$ cat config.mk
export PLATFORM = sky130hd
export DESIGN_NAME = res_seq_ctrl
export DESIGN_NICKNAME = d
export VERILOG_FILES = /design/src/rtl/res_seq_ctrl.sv
export SDC_FILE = /design/constraint.sdc
export NUM_CORES = 1
export LEC_CHECK = 0
export CORE_MARGIN = 1.5
export CORE_UTILIZATION = 55
export DETAILED_ROUTE_END_ITERATION = 7
export PLACE_DENSITY = 0.89
export SYNTH_ARGS = -nofsm -noshare
export SYNTH_HDL_FRONTEND = slang
export SYNTH_SLANG_ARGS = --single-unit
$ cat constraint.sdc
create_clock -name clk -period 5.8 [get_ports clk]
set_input_delay 1.74 -clock clk [delete_from_list [all_inputs] [get_ports clk]]
set_output_delay 1.74 -clock clk [all_outputs]
set_load 0.05 [all_outputs]
$ cat src/rtl/res_seq_ctrl.sv
// Start/stop run sequencer for the ESN reservoir: ROM addressing, sample issue, state clear and
// XSTATE-aligned valid tracking. Define RES_SEQ_WASHOUT_EN to suppress the first WASHOUT outputs.
module res_seq_ctrl #(
    parameter int ADDR_W      = 6,
    parameter int STEP_CYCLES = 4,
    parameter int PIPE_LAT    = 6,
    parameter int WASHOUT     = 8
) (
    input  logic              clk,
    input  logic              rst_N,
    input  logic              start,
    input  logic              stop,
    input  logic [ADDR_W:0]   num_samples,
    output logic [ADDR_W-1:0] rom_addr,
    output logic              fb_clr,
    output logic              step,
    output logic              out_valid,
    output logic [ADDR_W-1:0] out_addr,
    output logic              busy,
    output logic              done
);

    localparam int PH_W = $clog2(STEP_CYCLES);
    localparam int DR_W = (PIPE_LAT > 1) ? $clog2(PIPE_LAT) : 1;
    localparam logic [ADDR_W:0]  MAX_N   = {1'b1, {ADDR_W{1'b0}}};
    localparam logic [PH_W-1:0]  PH_LAST = PH_W'(STEP_CYCLES - 1);
    localparam logic [DR_W-1:0]  DR_LAST = DR_W'(PIPE_LAT - 1);
`ifdef RES_SEQ_WASHOUT_EN
    localparam logic WASH_EN = 1'b1;
`else
    localparam logic WASH_EN = 1'b0;
`endif

    typedef enum logic [1:0] {
        S_IDLE,
        S_CLEAR,
        S_RUN,
        S_DRAIN
    } state_e;

    state_e            state_q, state_d;
    logic [ADDR_W:0]   num_q, num_d;
    logic [PH_W-1:0]   phase_q, phase_d;
    logic [DR_W-1:0]   drain_q, drain_d;
    logic [ADDR_W-1:0] addr_q, addr_d;
    logic              done_q, done_d;

    logic [ADDR_W:0]   num_clamped;
    logic              accept;
    logic              issue;
    logic              last_issue;

    logic [PIPE_LAT-1:0] pvld_q;
    logic [ADDR_W-1:0]   paddr_q [PIPE_LAT];
    logic                in_washout;

    always_comb begin
        num_clamped = (num_samples > MAX_N) ? MAX_N : num_samples;
        accept      = (state_q == S_IDLE) && start && (num_clamped != '0);
        // A stop in the last phase wins over the issue: the partial sample is dropped.
        issue       = (state_q == S_RUN) && !stop && (phase_q == PH_LAST);
        last_issue  = issue && ({1'b0, addr_q} == (num_q - 1'b1));
    end

    always_ff @(posedge clk or negedge rst_N) begin
        if (!rst_N) begin
            state_q <= S_IDLE;
        end else begin
            state_q <= state_d;
        end
    end

    always_comb begin
        state_d = state_q;
        case (state_q)
            S_IDLE:  if (accept) state_d = S_CLEAR;
            S_CLEAR: state_d = S_RUN;
            S_RUN:   if (stop || last_issue) state_d = S_DRAIN;
            S_DRAIN: if (drain_q == DR_LAST) state_d = S_IDLE;
            default: state_d = S_IDLE;
        endcase
    end

    always_comb begin
        num_d   = num_q;
        phase_d = phase_q;
        drain_d = drain_q;
        addr_d  = addr_q;
        done_d  = 1'b0;
        case (state_q)
            S_IDLE: begin
                if (accept) num_d = num_clamped;
            end
            S_CLEAR: begin
                phase_d = '0;
                addr_d  = '0;
            end
            S_RUN: begin
                drain_d = '0;
                if (!stop) begin
                    if (phase_q == PH_LAST) begin
                        phase_d = '0;
                        // The address holds at N-1 on the final issue so it never wraps.
                        if (!last_issue) addr_d = addr_q + 1'b1;
                    end else begin
                        phase_d = phase_q + 1'b1;
                    end
                end
            end
            S_DRAIN: begin
                drain_d = drain_q + 1'b1;
                if (drain_q == DR_LAST) begin
                    drain_d = '0;
                    done_d  = 1'b1;
                end
            end
            default: ;
        endcase
    end

    always_ff @(posedge clk or negedge rst_N) begin
        if (!rst_N) begin
            num_q   <= '0;
            phase_q <= '0;
            drain_q <= '0;
            addr_q  <= '0;
            done_q  <= 1'b0;
        end else begin
            num_q   <= num_d;
            phase_q <= phase_d;
            drain_q <= drain_d;
            addr_q  <= addr_d;
            done_q  <= done_d;
        end
    end

    always_comb begin
        rom_addr = addr_q;
        fb_clr   = (state_q == S_CLEAR);
        busy     = (state_q != S_IDLE);
        step     = issue;
        done     = done_q;
    end

    // Tracking pipe mirrors the ROM + PE latency; it free-runs so in-flight samples survive DRAIN.
    always_ff @(posedge clk or negedge rst_N) begin
        if (!rst_N) begin
            pvld_q <= '0;
            for (int i = 0; i < PIPE_LAT; i++) paddr_q[i] <= '0;
        end else begin
            for (int i = 0; i < PIPE_LAT; i++) begin
                if (i == 0) begin
                    pvld_q[0]  <= issue;
                    paddr_q[0] <= addr_q;
                end else begin
                    pvld_q[i]  <= pvld_q[i-1];
                    paddr_q[i] <= paddr_q[i-1];
                end
            end
        end
    end

    always_comb begin
        in_washout = WASH_EN && ({{(32-ADDR_W){1'b0}}, paddr_q[PIPE_LAT-1]} < 32'(WASHOUT));
        out_valid  = pvld_q[PIPE_LAT-1] && !in_washout;
        out_addr   = paddr_q[PIPE_LAT-1];
    end

endmodule
* Word-level counts from Yosys, hierarchy flattened
Index checks and enable logic that the tools add are counted.
** Storage, ports and cells
- Output and inout port bits :: 17
- Input bits :: 11
- Word-level logic and storage cells :: 62
- Register bits after elaboration :: 63
** Cells by class
- Equality and inequality tests :: 12
- Add/sub/neg operators :: 4
- Mux-type cells :: 16
- Order comparisons :: 1
- Reduce and logical (&&, ||, !) cells :: 16
** Operators with widths (number)
- 6-bit 2-to-1 mux :: 3
- 6-bit one-hot mux with 2 select lines :: 1
- 2-bit 2-to-1 mux :: 5
- 2-bit inequality test (second input constant) :: 4
- 2-bit one-hot mux with 4 select lines :: 1
- 6-bit by 7-bit == test with 1-bit output :: 1
- 7-bit greater-than comparator (second input constant) :: 1
- 7-bit 2-to-1 mux :: 1
- 7-bit nonzero test :: 1
- 7-bit by 1-bit subtractor with 7-bit output (second input constant) :: 1
- 6-bit by 1-bit adder with 6-bit output (second input constant) :: 1
- 2-bit == test (second input constant) :: 3
- 3-bit one-hot mux with 2 select lines :: 1
- 2-bit nonzero test :: 3
- 1-bit logical AND :: 5
- 2-bit by 1-bit inequality test with 1-bit output (second input constant) :: 2
- 2-bit one-hot mux with 2 select lines :: 1
- 2-bit AND reduction :: 2
- 4-bit AND reduction :: 1
- 3-bit by 1-bit adder with 3-bit output (second input constant) :: 1
- 3-bit == test (second input constant) :: 1
- 3-bit 2-to-1 mux :: 1
- 3-bit AND reduction :: 1
- 2-bit by 1-bit adder with 2-bit output (second input constant) :: 1
- 5 further kinds :: 6

* Logic depth before layout (Yosys ltp)
Gate-level depths: netlist of the first run.
- Word-level depth :: 8
- Depth in mapped cells :: 9
- Depth with buffers taken out :: 8

* Least setup slack after synthesis of the first run
No wires, ideal clock.
- Path type :: input-to-output
- Start point :: in stop
- End point :: out step
- Stages :: 3
- Data arrival time :: 2.262 ns
- Data required time :: 4.060 ns
- Buffers on the path :: 1
- Path slack :: 1.798 ns
- Path through :: inv_1 and3_1 clkbuf_2
** Between the ends
- Cells in the longest elaborated chain, start to end :: 3
** RTL lines
- from (decl) :: line 12 : input logic stop,
- 1-bit zero test
- 1-bit logical AND (2 in series) :: line 61 : issue = (state_q == S_RUN) && !stop && (phase_q == PH_LAST);
- to (decl) :: line 16 : output logic step,
No other way between the ends.

* Final worst setup path of the first run
Ends and elaborated chain as after synthesis.

==> results of run 1 <==
-- logic make-up after synthesis --
| logic type | share of synthesized area, % |
|---|---|
| buf+inv | 3.75 |
| flops | 66.5 |
| simple gates | 10.2 |
| compound gates | 9.45 |
| mux | 3.22 |
| xor+xnor | 2.59 |
| fa+ha+maj | 4.22 |
-- worst max-delay path: cells and delay by family --
kind | cells | cell delay, ps
AND/OR/NAND/NOR | 1 | 340
buffers and inverters | 3 | 1460
-- power by group through the flow --
stage                     logic (mW)  clock network (mW)  registers, mW
after detailed placement       0.362                   0          0.568
final                          0.369               0.467          0.562
after global placement         0.346                   0          0.563
after floorplan                0.274                   0          0.560
after global routing           0.406               0.496          0.571
after CTS                      0.372               0.476          0.561
-- synth_stat cells, types with 2 or more instances --
| master | instances | area [µm²] |
|---|---|---|
| xor2_1 | 2 | 17.5 |
| nor3_1 | 3 | 15.0 |
| buf_4 | 6 | 45.0 |
| nand2_1 | 9 | 33.8 |
| or3_1 | 3 | 18.8 |
| a21o_1 | 2 | 15.0 |
| inv_1 | 8 | 30.0 |
| a22o_1 | 3 | 26.3 |
| o21ai_0 | 12 | 60.1 |
| a21oi_1 | 5 | 25.0 |
| nand3_1 | 2 | 10.0 |
| nand2b_1 | 9 | 56.3 |
| ha_1 | 8 | 100 |
| xnor2_1 | 5 | 43.8 |
| or4_1 | 4 | 30.0 |
| dfrtp_1 | 63 | 1580 |
| mux2_2 | 4 | 45.0 |
| nor2b_1 | 2 | 12.5 |
| mux2i_1 | 2 | 20.0 |
| nor2_1 | 4 | 15.0 |
-- sequential cells by signal (all words and copies together) (netlist names) --
name and flops:
done 1, drain_q 3, num_q 7, out_addr 6, paddr_q 30, phase_q 2
pvld_q 6, rom_addr 6, state_q 2
-- cell type report --
class | count | share of cell area (%)
clock buffer | 12 | 5.37
clock inverter | 3 | 3.12
inverter | 8 | 1.04
multi-input combinational | 97 | 24.4
sequential | 63 | 54.5
tap | 50 | 2.16
timing repair buffer | 28 | 9.43
-- layout by cell type (no fill, tap or decap), types with 3 or more instances in the layout --
master           Yosys  layout
a21oi_1              5       5
nand2_1              9       9
or4_1                4       4
inv_1                8       8
nor2_1               4       4
or3_1                3       3
dfrtp_1             63      63
nor3_1               3       3
ha_1                 8       8
xnor2_1              5       5
a22o_1               3       3
bufinv_16            0       3
nand2b_1             9       9
clkbuf_8             0      11
o21ai_0             12      12
mux2_2               4       4
clkdlybuf4s50_1      0      26
-- worst paths after layout --
path                       startpoint     endpoint  slack (ps)
hold / removal             paddr_q[6]  out_addr[0]         350
hold reg to reg            paddr_q[6]  out_addr[0]         350
setup reg to reg           state_q[0]   state_q[1]        2960
min in group asynchronous       rst_N  out_addr[0]        1560
setup / recovery                 stop         step         520
max in group asynchronous       rst_N  paddr_q[11]        3750
-- per-stage QoR --
step                instances  area, µm²  power, mW  hold WS, ps
global placement          246       2650      0.909          332
global route              261       2890       1.47          354
floorplan                 177       2370      0.834          331
finish                    261       2890       1.40          349
CTS                       261       2890       1.41          350
detailed placement        246       2650      0.929          335
-- layer usage --
| layer | GRT usage (%) | part of all wire (%) |
|---|---|---|
| met5 | 0 | 0 |
| met4 | 9.25 | 0.46 |
| met3 | 7.63 | 5.6 |
| met2 | 32.0 | 52 |
| met1 | 22.1 | 42 |
==> results.json, run 1 <==
{
  "startpoint_type": "primary input",
  "postCtsSetupBuffers": 0,
  "status": "finished, final reports clean",
  "max_slew_margin_pct": 49.4,
  "mappedNetlistArea_um2": 2370,
  "cts-root-buf": "clkbuf_8",
  "synthesis.nets": 196,
  "swShare_pct": 30.8,
  "io_pins": 28,
  "reg2regPathDepth": 7,
  "worst_pin_slew_ps": 759,
  "htree_levels": 3,
  "slowest_delay_ps": 880,
  "powerDensity_nw_per_um2": 484,
  "grt_pass1_vias": 1414,
  "power_frac_comb_pct": 26.4,
  "path_cells": "clkdlybuf4s50_1 -> inv_1 -> and3_1 -> clkdlybuf4s50_1",
  "critPathMaxFanout": 8,
  "grt_pass1_wl_um": 6330,
  "place_congestion": 0.750,
  "ir_worst_vdd_mv": 0.300,
  "antenna_found_initial": 0,
  "routedWlPerCell_um": 14.9,
  "hp-class": "reg2reg",
  "synth.distinct_cells": 41,
  "start_util_pct": 58.4,
  "clock_skew_ps": 3.22,
  "clk_latency_ps": 330,
  "drt-vias-per-instance": 5.47,
  "seqCellArea_um2": 1580,
  "cp_data_arrival_time_ps": 3540,
  "drc": 0,
  "grt_usage_pct": 19.4,
  "fin_nets": 226,
  "finalWorstSetupSlack_ps": 517,
  "place_ws_ps": 564,
  "cp_slowest_cell": "clkdlybuf4s50_1",
  "cts_inserted_buffers": 9,
  "min_period_over_period_pct": 91.1,
  "firstDrtPassIters": 4,
  "cts_tree": "built",
  "antenna_left": 0,
  "clkPwrFrac_pct": 33.4,
  "end_kind": "output pin",
  "clock-sinks": 63,
  "min_period_ps": 5280,
  "path_clk_slew_ps": 60,
  "area_delta_synth_final_pct": 22.0,
  "cts_resized": 0,
  "synthFlopType": "dfrtp_1",
  "grt.overflow.total": 0,
  "antenna_cells": 0,
  "ys_warn_count": 0,
  "wl_um": 3880,
  "whs_path_depth": 0,
  "synth-seq-cells": 63,
  "tns_ps": 0,
  "hpwl_um": 2390,
  "required_ps": 4060,
  "synth_edf_count": 0,
  "clockBufferDepth": 2,
  "timing.fmax_mhz": 189,
  "switchingPower_uw": 430,
  "cpMostUsedCell": "clkdlybuf4s50_1",
  "rsz0062_at_grt": "false",
  "finalSetupViolCount": 0,
  "grt_max_degree": 64,
  "final_max_slew_viol_count": 0,
  "die_w_um": 68.6,
  "avgSynthCellArea_um2": 13.4,
  "core_area_um2": 4060,
  "p_int_uw": 968,
  "pwr-share-seq_pct": 40.2,
  "postLayoutCoreUtil_pct": 71.3,
  "worstSetupPathType": "in2out",
  "dieArea_um2": 4710,
  "drive_above_1_share_pct": 11.8,
  "drtIter0Drc": 88,
  "maxCapViolCount": 0,
  "async_flop_share_pct": 100,
  "synthCells": 177,
  "die_h_um": 68.6,
  "fillCellCount": 269,
  "finalHoldViolCount": 0,
  "routed-via-count": 1428,
  "portBuffers": 27,
  "hold_buffers": 0,
  "multiInputGateArea_um2": 704,
  "leakagePower_nw": 1.36,
  "synth_seq_area_share_pct": 66.5,
  "row_count": 23
}
(Power assumes the default switching activity.)
==> inputs of run 2 (changes only) <==
--- a/config.mk
+++ b/config.mk
@@ -8,7 +8,9 @@
 export CORE_MARGIN = 1.5
 export CORE_UTILIZATION = 55
 export DETAILED_ROUTE_END_ITERATION = 7
-export PLACE_DENSITY = 0.89
+export HOLD_SLACK_MARGIN = 0.1
+export PLACE_DENSITY = 0.78
+export RECOVER_POWER = 25
 export SYNTH_ARGS = -nofsm -noshare
 export SYNTH_HDL_FRONTEND = slang
 export SYNTH_SLANG_ARGS = --single-unit
==> run 2 against run 1 <==
Against the previous run: flip-flop and latch count stayed put; die area stayed put; non-clock buffer count stayed put; clock skew is 3.2 ps higher; cell area is 2.1% lower; routed wire length is 4.5% lower; first-iteration DRC count is 38% lower; combinational power is 1% lower; total power is 8.4% lower; via count is 3.2% lower; critical path type unchanged; largest cell class unchanged; largest power group unchanged.
==> results.json, run 2 (synthesis results as in run 1) <==
{
  "critPathMaxFanout": 8,
  "drc": 0,
  "clock_skew_ps": 6.39,
  "grt_max_degree": 42,
  "grt_usage_pct": 19.3,
  "layout_common_cells": "dfrtp_1, clkdlybuf4s50_1, o21ai_0",
  "power_frac_comb_pct": 28.5,
  "core_area_um2": 4060,
  "grt_pass1_wl_um": 6380,
  "worstSetupPathType": "in2out",
  "wl_um": 3710,
  "cts_tree": "built",
  "hold_buffers": 0,
  "clockBufferDepth": 2,
  "leakagePower_nw": 1.33,
  "end_kind": "output pin",
  "area_delta_synth_final_pct": 19.5,
  "portBuffers": 27,
  "fin_nets": 226,
  "row_count": 23,
  "cts_resized": 0,
  "drt-vias-per-instance": 5.32,
  "io_pins": 28,
  "powerDensity_nw_per_um2": 452,
  "clk_latency_ps": 330,
  "grt.overflow.total": 0,
  "cts-root-buf": "clkbuf_8",
  "start_util_pct": 58.4,
  "drive_above_1_share_pct": 11.9,
  "p_int_uw": 866,
  "htree_levels": 3,
  "die_w_um": 68.6,
  "path_clk_slew_ps": 60,
  "drtIter0Drc": 55,
  "postLayoutCoreUtil_pct": 69.8,
  "min_period_ps": 5270,
  "status": "finished, final reports clean",
  "final_max_slew_viol_count": 0,
  "hp-class": "reg2reg",
  "dieArea_um2": 4710,
  "largest_register_ffs": 30,
  "hpwl_um": 2510,
  "swShare_pct": 32.4,
  "die_h_um": 68.6,
  "max_slew_margin_pct": 55.5,
  "cp_data_arrival_time_ps": 3530,
  "ir_worst_vdd_mv": 0.255,
  "antenna_cells": 0,
  "finalHoldViolCount": 0,
  "rsz0062_at_grt": "false",
  "antenna_found_initial": 0,
  "finalSetupViolCount": 0,
  "top_register": "paddr_q",
  "top_regs": "paddr_q (30), num_q (7)",
  "required_ps": 4060,
  "place_congestion": 0.728,
  "maxCapViolCount": 0,
  "postCtsSetupBuffers": 0,
  "clock-sinks": 63,
  "cts_inserted_buffers": 9,
  "fillCellCount": 259,
  "routedWlPerCell_um": 14.3,
  "pwr-share-seq_pct": 43.7,
  "startpoint_type": "primary input",
  "switchingPower_uw": 415,
  "grt_pass1_vias": 1396,
  "layout_commonest_cell": "dfrtp_1",
  "antenna_left": 0,
  "routed-via-count": 1383,
  "tns_ps": 0,
  "firstDrtPassIters": 4,
  "min_period_over_period_pct": 90.8,
  "clkPwrFrac_pct": 27.8,
  "timing.fmax_mhz": 190,
  "worst_pin_slew_ps": 661
}
[run 2: cell count changes in the layout (fill, tap and decap cells not counted)]
cell	delta
clkbuf_1	-1
clkbuf_8	-1
clkinvlp_4	+1
bufinv_16	-2
clkinv_2	+2
[run 2: power groups by stage]
| stage | sequential (mW) | clock (mW) | combinational, mW |
|---|---|---|---|
| 6_report | 0.560 | 0.356 | 0.365 |
| 5_1_grt | 0.569 | 0.386 | 0.406 |
| 4_1_cts | 0.560 | 0.367 | 0.367 |
| 3_5_place_dp | 0.567 | 0 | 0.364 |
| 3_3_place_gp | 0.561 | 0 | 0.344 |
| 2_1_floorplan | 0.560 | 0 | 0.274 |
[run 2: per-stage QoR]
stage | total power, mW | instance area [µm²] | setup WS [ps] | hold WS, ps | instances
floorplan | 0.834 | 2370 | 1800 | 331 | 177
global placement | 0.906 | 2650 | 603 | 332 | 246
detailed placement | 0.930 | 2650 | 535 | 335 | 246
CTS | 1.29 | 2830 | 535 | 343 | 260
global route | 1.36 | 2830 | 475 | 349 | 260
finish | 1.28 | 2830 | 533 | 344 | 260
[run 2: routing by layer]
layer	wire, µm	up-vias	GRT usage [%]
li1	-	666	-
met1	1620	680	22.3
met2	1840	30	31.3
met3	187	7	8.77
met4	57	0	7.50
met5	0	-	0
[run 2: final cells by class]
cell class                 instances  area (µm²)  share of cell area (%)
clock buffer                      10         138                    4.86
clock inverter                     4        47.5                    1.68
inverter                           8        30.0                    1.06
multi-input combinational         97         704                    24.9
sequential                        63        1580                    55.7
tap                               50        62.6                    2.21
timing repair buffer              28         273                    9.63
[run 2: path summary, 6_finish.rpt]
path,to,start,slack (ps),cells past startpoint
setup / recovery,step,stop,530,4
hold / removal,out_addr[0],paddr_q[6],340,0
setup reg to reg,state_q[1],state_q[0],3020,7
hold reg to reg,out_addr[0],paddr_q[6],340,0
max in group asynchronous,paddr_q[25],rst_N,3580,2
min in group asynchronous,pvld_q[5],rst_N,1360,1
[run 2: worst max-delay path, stage by stage]
cell and delay [ps]:
clkdlybuf4s50_1 470, inv_1 120, and3_1 320, clkdlybuf4s50_1 870
==> RTL edit (settings of run 2) <==
Add a define of `RES_SEQ_WASHOUT_EN`.
--- a/src/rtl/res_seq_ctrl.sv
+++ b/src/rtl/res_seq_ctrl.sv
@@ -1,4 +1,6 @@
 // Start/stop run sequencer for the ESN reservoir: ROM addressing, sample issue, state clear and
 // XSTATE-aligned valid tracking. Define RES_SEQ_WASHOUT_EN to suppress the first WASHOUT outputs.
+`define RES_SEQ_WASHOUT_EN
+
 module res_seq_ctrl #(
     parameter int ADDR_W      = 6,
Function: no difference found for any inputs over 10 cycles, from zero or initial values and one cycle with rst_N low; that may be too few to reach the edited logic, so the function may still have changed.
==> RTL edit against run 2 <==
  * Setup slack better by 0.086 ns
  * Cell area is 2.5% higher
  * Non-clock buffer count stayed put
  * Maximum frequency is 1.7% higher
  * Sequential share of layout area is 1.3 points lower
  * Total power is 16% higher
  * First-iteration DRC count is 5.5% higher
  * Critical path depth is 1 lower
  * Synthesized area is 2.5% higher
  * Routed wire length is 12% higher
  * Utilization is 0.73 points higher
  * Sequential power is 8.4% higher
  * Sequential cell count stayed put
  * Clock skew is 0.0028 ns higher
==> RTL edit: results (changes against run 2) <==
[metrics] run status: finished, final reports clean
[metrics] reported net switching power: 537 uW (+29%)
[metrics] Global Route met2 Usage: 0.328 (+0.0155)
[metrics] number of distinct library cells after synthesis: 42 (+2.4%)
[metrics] sequential element share of the synthesized area: 0.649 (-0.0164)
[metrics] met1 Usage GRT: 0.210 (-0.0126)
[metrics] net count after synthesis: 200 (+2.0%)
[metrics] CP Max Fanout: 5 (-3)
[metrics] Synth top cells by count: dfrtp_1 (63), nand2_1 (12), nand2b_1 (11)
[metrics] post-layout power: 1490 uW (+16%)
[metrics] maximum clock skew at final layout: 0.00921 ns (+0.00282 ns)
[metrics] global-route usage over all layers: 0.199 (+0.00625)
[metrics] met2 wirelength from detailed routing: 2170 um (+18%)
[metrics] worst vdd ir: 0.306 mV (+20%)
[metrics] vias in the first global route: 1576 (+13%)
[metrics] Total Wirelength: 4150 um (+12%)
[metrics] worst slack after detailed placement: 0.638 ns (+0.103 ns)
[metrics] clock network fraction of design power: 0.242 (-0.036)
[metrics] most area-consuming cells after synthesis: dfrtp_1 (65%), ha_1 (4.1%), nand2b_1 (2.8%)
[metrics] Worst Reg2Reg Path Length in Cells: 8 (+1)
[metrics] met3 usage: 0.0858 (-0.00191)
[metrics] leak pwr: 0.00134 uW (+0.55%)
[metrics] global-route wire length before repair: 7120 um (+12%)
[metrics] placed cell count: 251 (+2.0%)
[metrics] flop2flop setup slack: 3.07 ns (+0.05 ns)
[metrics] sequential cell power: 607 uW (+8.4%)
[metrics] sum of met3 wire segment lengths after detailed routing: 218 um (+17%)
[metrics] number of instances in the synthesized netlist: 181 (+2.3%)
[metrics] fillers: 291 (+12%)
[metrics] Hold Slack: 0.344 ns (-0.000375 ns)
[metrics] via-per-instance ratio: 5.52 (+3.7%)
[metrics] slowest cell delay on critical path: 0.82 ns (-0.05 ns)
[metrics] DP HPWL: 2880 um (+14%)
[metrics] standard cell area after detailed placement: 2710 um^2 (+2.5%)
[metrics] hold-critical path endpoint: pvld_q[3]
[metrics] final-stage net count: 231 (+2.2%)
==> RTL edit: layout make-up <==
class,count,area (um^2),area share
flip-flops and latches,63,1580,0.543
clock buffers,12,145,0.0500
repair buffers,28,273,0.0940
clock inverters,3,43.8,0.0151
inverters,6,22.5,0.00776
well taps,50,62.6,0.0216
multi-input cells,104,778,0.268
==> RTL edit: cells by family (layout without fill, tap and decap cells) <==
| kind of cell | Yosys count | in the layout | share of synthesized area |
|---|---|---|---|
| flip-flops | 63 | 63 | 0.649 |
| adder cells (fa/ha/maj) | 8 | 8 | 0.0412 |
| buffers and inverters | 14 | 49 | 0.0309 |
| XOR/XNOR | 9 | 9 | 0.0324 |
| AND/OR/NAND/NOR | 50 | 50 | 0.124 |
| AO/OA/AOI/OAI | 30 | 30 | 0.0901 |
| multiplexers | 7 | 7 | 0.0330 |
==> RTL edit: critical path: cells and delay by family <==
| family | cells | cell delay, ns |
|---|---|---|
| simple gates | 1 | 0.39 |
| buf+inv | 2 | 1.30 |
